--- src/rtl/add_arb_pkg.sv ---
// Shared types and helpers for the shared-adder arbiter.
// Holds the FSM state enum, default sizing constants and the round-robin pick.
// The pick function is purely combinational and supports up to 8 requesters.
package add_arb_pkg;

  localparam int N_REQ_DEF = 4;
  localparam int WIDTH_DEF = 32;
  localparam int RR_MAX    = 8;

  typedef enum logic [1:0] {
    IDLE = 2'd0,
    BUSY = 2'd1,
    DONE = 2'd2
  } state_t;

  // One-hot pick of the first valid requester at or above ptr, wrapping at n.
  function automatic logic [RR_MAX-1:0] rr_next(
    input logic [RR_MAX-1:0] valid,
    input logic [2:0]        ptr,
    input int unsigned       n
  );
    logic [RR_MAX-1:0] grant;
    logic              found;
    int unsigned       idx;
    grant = '0;
    found = 1'b0;
    idx   = 0;
    for (int unsigned k = 0; k < RR_MAX; k++) begin
      if (k < n) begin
        idx = (32'(ptr) + k) % n;
        if (!found && valid[idx[2:0]]) begin
          grant[idx[2:0]] = 1'b1;
          found           = 1'b1;
        end
      end
    end
    return grant;
  endfunction

endpackage

--- src/rtl/add_unit.sv ---
// Combinational WIDTH-bit adder shared by all requesters.
// Latency: zero cycles (pure combinational).
// Backpressure: none; the owning FSM decides when the result is captured.
module add_unit #(
  parameter int WIDTH    = 32,
  parameter bit CARRY_EN = 1'b0
) (
  input  logic [WIDTH-1:0] a,
  input  logic [WIDTH-1:0] b,
  output logic [WIDTH-1:0] sum,
  output logic             carry
);

  generate
    if (CARRY_EN) begin : g_carry
      logic [WIDTH:0] full;
      // Widened add so the carry-out is kept as the top bit.
      assign full  = {1'b0, a} + {1'b0, b};
      assign sum   = full[WIDTH-1:0];
      assign carry = full[WIDTH];
    end else begin : g_nocarry
      // Plain modular add; overflow is intentionally dropped.
      assign sum   = a + b;
      assign carry = 1'b0;
    end
  endgenerate

endmodule

--- src/rtl/add_share_arbiter.sv ---
// Round-robin arbiter sharing one adder among N_REQ requesters; optional carry-out via ADD_ARB_CARRY_EN.
// Latency: request accepted at the end of the grant cycle, response valid two clock edges later.
// Backpressure: rsp_ready low holds DONE with stable outputs; no requester is granted until the response is taken.
module add_share_arbiter
  import add_arb_pkg::*;
#(
  parameter int N_REQ = N_REQ_DEF,
  parameter int WIDTH = WIDTH_DEF,
  parameter int ID_W  = $clog2(N_REQ)
) (
  input  logic                   clk,
  input  logic                   rst_n,
  input  logic [N_REQ-1:0]       req_valid,
  output logic [N_REQ-1:0]       req_ready,
  input  logic [N_REQ*WIDTH-1:0] req_a,
  input  logic [N_REQ*WIDTH-1:0] req_b,
  output logic                   rsp_valid,
  input  logic                   rsp_ready,
  output logic [ID_W-1:0]        rsp_id,
`ifdef ADD_ARB_CARRY_EN
  output logic                   rsp_carry,
`endif
  output logic [WIDTH-1:0]       rsp_sum
);

`ifdef ADD_ARB_CARRY_EN
  localparam bit CARRY_EN = 1'b1;
`else
  localparam bit CARRY_EN = 1'b0;
`endif

  state_t            state;
  logic [ID_W-1:0]   rr_ptr;
  logic [ID_W-1:0]   op_id;
  logic [WIDTH-1:0]  op_a;
  logic [WIDTH-1:0]  op_b;
  logic [WIDTH-1:0]  add_sum;
  logic              add_carry;

  logic [RR_MAX-1:0] valid_ext;
  logic [RR_MAX-1:0] grant_ext;
  logic [2:0]        ptr_ext;
  logic              unused_grant;

  logic [ID_W-1:0]   sel_idx;
  logic [WIDTH-1:0]  sel_a;
  logic [WIDTH-1:0]  sel_b;
  logic              accept;

  // Round-robin grant, only offered while idle so a busy datapath never accepts.
  always_comb begin
    valid_ext               = '0;
    valid_ext[N_REQ-1:0]    = req_valid;
    ptr_ext                 = '0;
    ptr_ext[ID_W-1:0]       = rr_ptr;
    grant_ext               = rr_next(valid_ext, ptr_ext, N_REQ);
    req_ready               = (state == IDLE) ? grant_ext[N_REQ-1:0] : '0;
  end

  // Bits above N_REQ are always zero from rr_next.
  assign unused_grant = ^grant_ext;

  // Decode the one-hot grant into an index and the granted operand pair.
  always_comb begin
    sel_idx = '0;
    sel_a   = '0;
    sel_b   = '0;
    for (int i = 0; i < N_REQ; i++) begin
      if (req_ready[i]) begin
        sel_idx = ID_W'(i);
        sel_a   = req_a[i*WIDTH +: WIDTH];
        sel_b   = req_b[i*WIDTH +: WIDTH];
      end
    end
  end

  assign accept = |req_ready;

  add_unit #(
    .WIDTH    (WIDTH),
    .CARRY_EN (CARRY_EN)
  ) u_add (
    .a     (op_a),
    .b     (op_b),
    .sum   (add_sum),
    .carry (add_carry)
  );

`ifndef ADD_ARB_CARRY_EN
  logic unused_carry;
  assign unused_carry = add_carry;
`endif

  // Transaction FSM: latch operands on accept, register the sum, hold until taken.
  always_ff @(posedge clk or negedge rst_n) begin
    if (!rst_n) begin
      state     <= IDLE;
      rr_ptr    <= '0;
      op_id     <= '0;
      op_a      <= '0;
      op_b      <= '0;
      rsp_valid <= 1'b0;
      rsp_id    <= '0;
      rsp_sum   <= '0;
`ifdef ADD_ARB_CARRY_EN
      rsp_carry <= 1'b0;
`endif
    end else begin
      case (state)
        IDLE: begin
          if (accept) begin
            op_a   <= sel_a;
            op_b   <= sel_b;
            op_id  <= sel_idx;
            rr_ptr <= (sel_idx == ID_W'(N_REQ - 1)) ? '0 : sel_idx + 1'b1;
            state  <= BUSY;
          end
        end
        BUSY: begin
          rsp_sum   <= add_sum;
          rsp_id    <= op_id;
`ifdef ADD_ARB_CARRY_EN
          rsp_carry <= add_carry;
`endif
          rsp_valid <= 1'b1;
          state     <= DONE;
        end
        DONE: begin
          if (rsp_ready) begin
            rsp_valid <= 1'b0;
            state     <= IDLE;
          end
        end
        default: begin
          rsp_valid <= 1'b0;
          state     <= IDLE;
        end
      endcase
    end
  end

endmodule

--- config.mk ---
export PLATFORM = sky130hd
export DESIGN_NAME = add_share_arbiter
export DESIGN_NICKNAME = d
export VERILOG_FILES = /design/src/rtl/add_arb_pkg.sv /design/src/rtl/add_unit.sv /design/src/rtl/add_share_arbiter.sv
export SDC_FILE = /design/constraint.sdc
export NUM_CORES = 1
export LEC_CHECK = 0
export ABC_CLOCK_PERIOD_IN_PS = 7600
export BUFFER_PORTS_ARGS = -buffer_cell sky130_fd_sc_hd__buf_2
export CORE_MARGIN = 5
export CORE_UTILIZATION = 32
export CTS_BUF_LIST = sky130_fd_sc_hd__clkbuf_8
export DETAILED_ROUTE_END_ITERATION = 8
export PLACE_DENSITY = 0.55
export SLEW_MARGIN = 20
export SYNTH_ARGS = -nofsm -noshare
export SYNTH_HDL_FRONTEND = slang
export SYNTH_HIERARCHICAL = 1
export SYNTH_SLANG_ARGS = --single-unit
--- constraint.sdc ---
create_clock -name clk -period 7.6 [get_ports clk]
set_input_delay 1.14 -clock clk [delete_from_list [all_inputs] [get_ports clk]]
set_output_delay 1.14 -clock clk [all_outputs]
set_load 0.01 [all_outputs]
## Word level (Yosys, flattened, before mapping)

Index checks and enable logic that the tools add are counted.

| storage, ports and cells | value |
|---|---|
| register bits | 105 |
| output and inout port bits | 39 |
| word-level logic and storage cells | 86 |

| operators by class | value |
|---|---|
| $add $sub $neg | 5 |
| order comparisons | 8 |
| equal/unequal tests | 5 |
| muxes and demuxes | 41 |
| bitwise gates (word level) | 4 |
| reductions and logical operators | 15 |

Operators by type and width:

| cell | number |
|---|---|
| two-way mux 32 bit | 8 |
| adder 32 bit | 1 |
| two-way mux 4 bit | 5 |
| less-than comparator 2 x 4 -> 1 bit (second input constant) | 4 |
| two-way mux 1 bit | 13 |
| OR 4 bit | 3 |
| two-way mux 2 bit | 5 |
| binary-select mux 1 bit (select 2 bit) | 4 |
| demux 1 bit (select 2 bit) | 4 |
| >= comparator 2 x 1 -> 1 bit (second input constant) | 4 |
| logical AND 1 bit | 7 |
| one-hot mux 2 bit (3 select lines) | 1 |
| AND reduction 2 bit | 3 |
| adder 2 x 1 -> 2 bit (second input constant) | 2 |
| adder 2 bit (second input constant) | 2 |
| equality test 2 bit (second input constant) | 2 |
| != test 2 bit (second input constant) | 2 |
| OR reduction 4 bit | 1 |
| logical NOT 1 bit | 3 |
| one-hot mux 1 bit (3 select lines) | 1 |
| equality test 2 x 1 -> 1 bit (second input constant) | 1 |
| logical NOT 2 bit | 1 |
| NOT 1 bit | 1 |

## Longest topological paths before layout

| depth | value |
|---|---|
| depth after elaboration | 18 |
| depth in mapped cells | 13 |
| gate-level depth less buffers | 10 |

## Modules after synthesis

The synthesis kept the hierarchy.

Modules (own cells, without submodules):

| module | instances | cells an instance | area each (um^2) |
|---|---|---|---|
| add_share_arbiter | 1 | 551 | 5,604.1 |
| add_unit | 1 | 238 | 1,736.7 |

## Worst setup path after synthesis

No wires, ideal clock.

| path | value |
|---|---|
| kind | in2out |
| from | input req_valid[2] |
| to | output req_ready[3] |
| data arrival time | 3.111 ns |
| required time | 6.460 ns |
| setup slack | 3.349 ns |
| cell stages on the path | 6 |
| path buffers | 3 |
| cells stage by stage | mux4_2 or4b_1 a31oi_1 buf_2 buf_2 buf_2 |

| between the ends | value |
|---|---|
| word-level cells in the longest chain between the ends | 13 |
| elaborated cells between the ends (all ways) | 25 |
| those cells by class | mux (16); bitwise (3); reduce/logical (6) |

RTL lines:

| what | RTL line | text |
|---|---|---|
| start, declared | add_share_arbiter.sv:13 | `input logic [N_REQ-1:0] req_valid,` |
| binary-select mux 1 bit (select 2 bit) | add_arb_pkg.sv:31 | `if (!found && valid[idx[2:0]]) begin` |
| two-way mux 1 bit (not written as such) | add_arb_pkg.sv:31 |  |
| two-way mux 1 bit | add_arb_pkg.sv:31 |  |
| logical NOT 1 bit | add_arb_pkg.sv:31 |  |
| logical AND 1 bit | add_arb_pkg.sv:31 |  |
| two-way mux 1 bit | add_arb_pkg.sv:31 |  |
| logical NOT 1 bit | add_arb_pkg.sv:31 |  |
| logical AND 1 bit | add_arb_pkg.sv:31 |  |
| two-way mux 1 bit | add_arb_pkg.sv:31 |  |
| logical NOT 1 bit | add_arb_pkg.sv:31 |  |
| logical AND 1 bit | add_arb_pkg.sv:31 |  |
| two-way mux 4 bit * | add_arb_pkg.sv:31 |  |
| two-way mux 4 bit * | add_share_arbiter.sv:57 | `req_ready = (state == IDLE) ? grant_ext[N_REQ-1:0] : '0;` |
| end, declared | add_share_arbiter.sv:14 | `output logic [N_REQ-1:0] req_ready,` |

Every way passes the cells marked *; elsewhere a longest branch is shown, timed or not. The select of a mux whose other input is x is not followed.

## Final worst setup path

| path | value |
|---|---|
| from | register rr_ptr[0] |
| to | output req_ready[2] |

| between the ends | value |
|---|---|
| word-level cells in the longest chain between the ends | 13 |
| elaborated cells between the ends (all ways) | 48 |
| those cells by class | add/sub (3); order compare (8); mux (24); bitwise (3); reduce/logical (10) |

RTL lines:

| what | RTL line | text |
|---|---|---|
| start, declared | add_share_arbiter.sv:33 | `logic [ID_W-1:0] rr_ptr;` |
| start signal, assigned | add_share_arbiter.sv:115 | `rr_ptr <= (sel_idx == ID_W'(N_REQ - 1)) ? '0 : sel_idx + 1'b1;` |
| parallel branches: the longest is 11 deep, another holds less-than comparator 2 x 4 -> 1 bit | - |  |
| two-way mux 4 bit * | add_arb_pkg.sv:31 |  |
| two-way mux 4 bit * | add_share_arbiter.sv:57 |  |

Mark *: on every way between the ends. The select of a mux whose other input is x is not followed.

==> summary.md <==
| Metric | Value |
|---|---|
| DP HPWL | 21.4 mm |
| Synthesized instance count | 787 |
| Status | finished clean |
| CP cell instances | inv_1 -> ha_1 -> or3b_2 -> a21o_1 -> a21boi_1 -> o31a_2 -> buf_4 -> buf_2 |
| Tcrit/Tclk final | 0.607 |
| Slowest-stage cell, CP | dfrtp_1 |
| Critical Path AT | 3470 ps |
| Area Overhead vs Synth | 26.5% |
| IO Count | between 300 and 400 |
| Final Wtd Congestion | 0.883 |
| CP bufs+invs | 3 |
| Worst-Margin Slew | 1030 ps |
| Antenna violations before repair | 3 |
| Global route total overflow | 0 |
| Initial Util | 0.325 |
| Cell family with most CP delay | buffers and inverters |
| Crit. End Element | output port |
| Number of cells on the critical path | 8 |
| Core Box Area | 22600 µm² |
| Vias per cell | 5.47 |
| Clk buf depth | 2 |
| TNS Setup | 0 ps |
| Ratio of cells with drive above 1 in the final layout | 0.365 |
| Initial drt markers | ~450 |
| Critical path required time | 6460 ps |
| Post-layout util | 0.411 |
| Post-CTS Hold Fix Bufs | 0 |
| Critical path class | reg2out |
| Num CTS Buffers | 9 |
| FMAX | 217 MHz |
| Syn Nets | 1089 |
| # setup viols final | 0 |
| Fin. Hold Viols | 0 |
| CTS tree | yes |
| Final WL | 27.5 mm |
| Tmin final | roughly 4600 ps |
| Overall die height | 161 µm |
| Die ar. | 26000 µm² |
| YS warnings | 6 |
| Slew Viols, Final | 0 |
| Post_cts resized | 0 |
| Wire length per cell | 20.4 µm |
| Worst Hold Depth | 1 |
| Worst VDD drop | 289 µV |
| Syn Area/Cell | roughly 9.3 µm² |
| DRC | 0 |
| Clock Tree Root | clkbuf_8 |
| Crit-path max FO | 67 |
| Clock sinks | approximately 110 |
| Pwr per Cell Area | 552 nW/µm² |
| Total global-route track usage | 0.204 |
| # rows | 55 |
| Vias in the first global route | around 7400 |
| Clock transition at path regs | 110 ps |
| Fin nets | 1354 |
| Slew headroom | 0.312 |
| First-pass GRT wire length | around 42 mm |
| # port buffers | 301 |
| Slowest stage delay, CP | 690 ps |
| Clock skew | 10.6 ps |
| Die Span X | 161 µm |
| RSZ-0062 raised after global routing | no |
| Post-CTS setup buffer count | 0 |
| First-pass DRT Iterations | 5 |
| Worst skew pair latency | 390 ps |
| Antenna viol nets, final | 0 |
| Startpoint types | flip-flop |
| Largest net degree at the start of global routing | 94 |
| MaxCap Viol Count | 0 |
| Mapped Area | 7330 µm² |
| DR vias | 7346 |
| P_leak | 4.55 nW |
| Tightest Hold Check Type | reg2reg |
| H-Tree Depth | 3 |
| R2R depth | 10 |
[final timing paths]
check                           startpoint      endpoint  slack [ps]
worst min-delay path              op_id[1]      op_id[1]         500
worst max-delay path             rr_ptr[0]  req_ready[2]        2990
min in group asynchronous            rst_n    rsp_sum[1]         700
worst max register to register   rr_ptr[0]       op_a[6]        3280
worst min register to register    op_id[1]      op_id[1]         500
max in group asynchronous            rst_n      op_b[23]        5590
[sequential cells by signal, indices dropped and copies added, names as in the netlist]
| signal | cells |
|---|---|
| rsp_sum | 32 |
| rsp_id | 2 |
| rr_ptr | 2 |
| op_a | 32 |
| state | 2 |
| rsp_valid | 1 |
| op_id | 2 |
| op_b | 32 |
[worst reg2reg max path: cells and delay by family, from the launching register on]
kind	cells	cell delay [ps]
multiplexers	1	350
AND/OR/NAND/NOR	3	1460
flip-flops	1	690
adder cells (fa/ha/maj)	1	360
AO/OA/AOI/OAI	3	600
buffers and inverters	2	780
[per-layer routing]
layer  share of wire  track usage  wire [µm]
met5         0.00076            0         21
met4           0.022       0.0632        614
met3           0.060       0.0398       1650
met2            0.46        0.314      12700
met1            0.45        0.288      12500
[cell type report]
class,instances,area (µm²)
multi-input combinational,612,4410
tap,285,357
clock inverter,6,91.3
inverter,13,48.8
clock buffer,10,138
fill,2356,13300
antenna,1,2.50
sequential,105,2630
timing repair buffer,311,1600
[report_power, final]
part | switching [mW] | internal, mW
combinational | 2.03 | 1.55
clock | 0.215 | 0.195
sequential | 0.238 | 0.886
[cell usage in the layout, fill, tap and decap left out, types with 3 or more instances in the layout]
master,count
o21ai_0,15
o21a_1,4
a22o_1,4
and3_1,5
mux2_2,34
xnor2_1,18
nand4_1,5
inv_1,12
nand2_1,85
clkinvlp_4,3
buf_2,300
nand3_1,7
o21ai_1,37
xor2_1,12
a21o_1,52
a221oi_1,39
o21bai_1,3
nor2_1,63
clkbuf_8,10
dfrtp_1,105
nor3_1,6
nor2b_1,5
a21oi_1,30
a22oi_1,55
a31oi_1,4
o211ai_1,29
a211o_1,3
buf_4,10
ha_1,38
[per-stage QoR]
stage	instance area (µm²)	worst slack, ps	hold WS, ps	total power, mW	cells
detailed placement	9020	3030	477	4.72	1325
finish	9270	2990	501	5.12	1343
global placement	9020	3130	461	4.70	1325
global route	9270	2710	528	5.59	1343
floorplan	7330	3350	453	3.78	787
CTS	9250	2930	506	5.15	1341
Note: power is estimated with default switching activity, not from simulation.
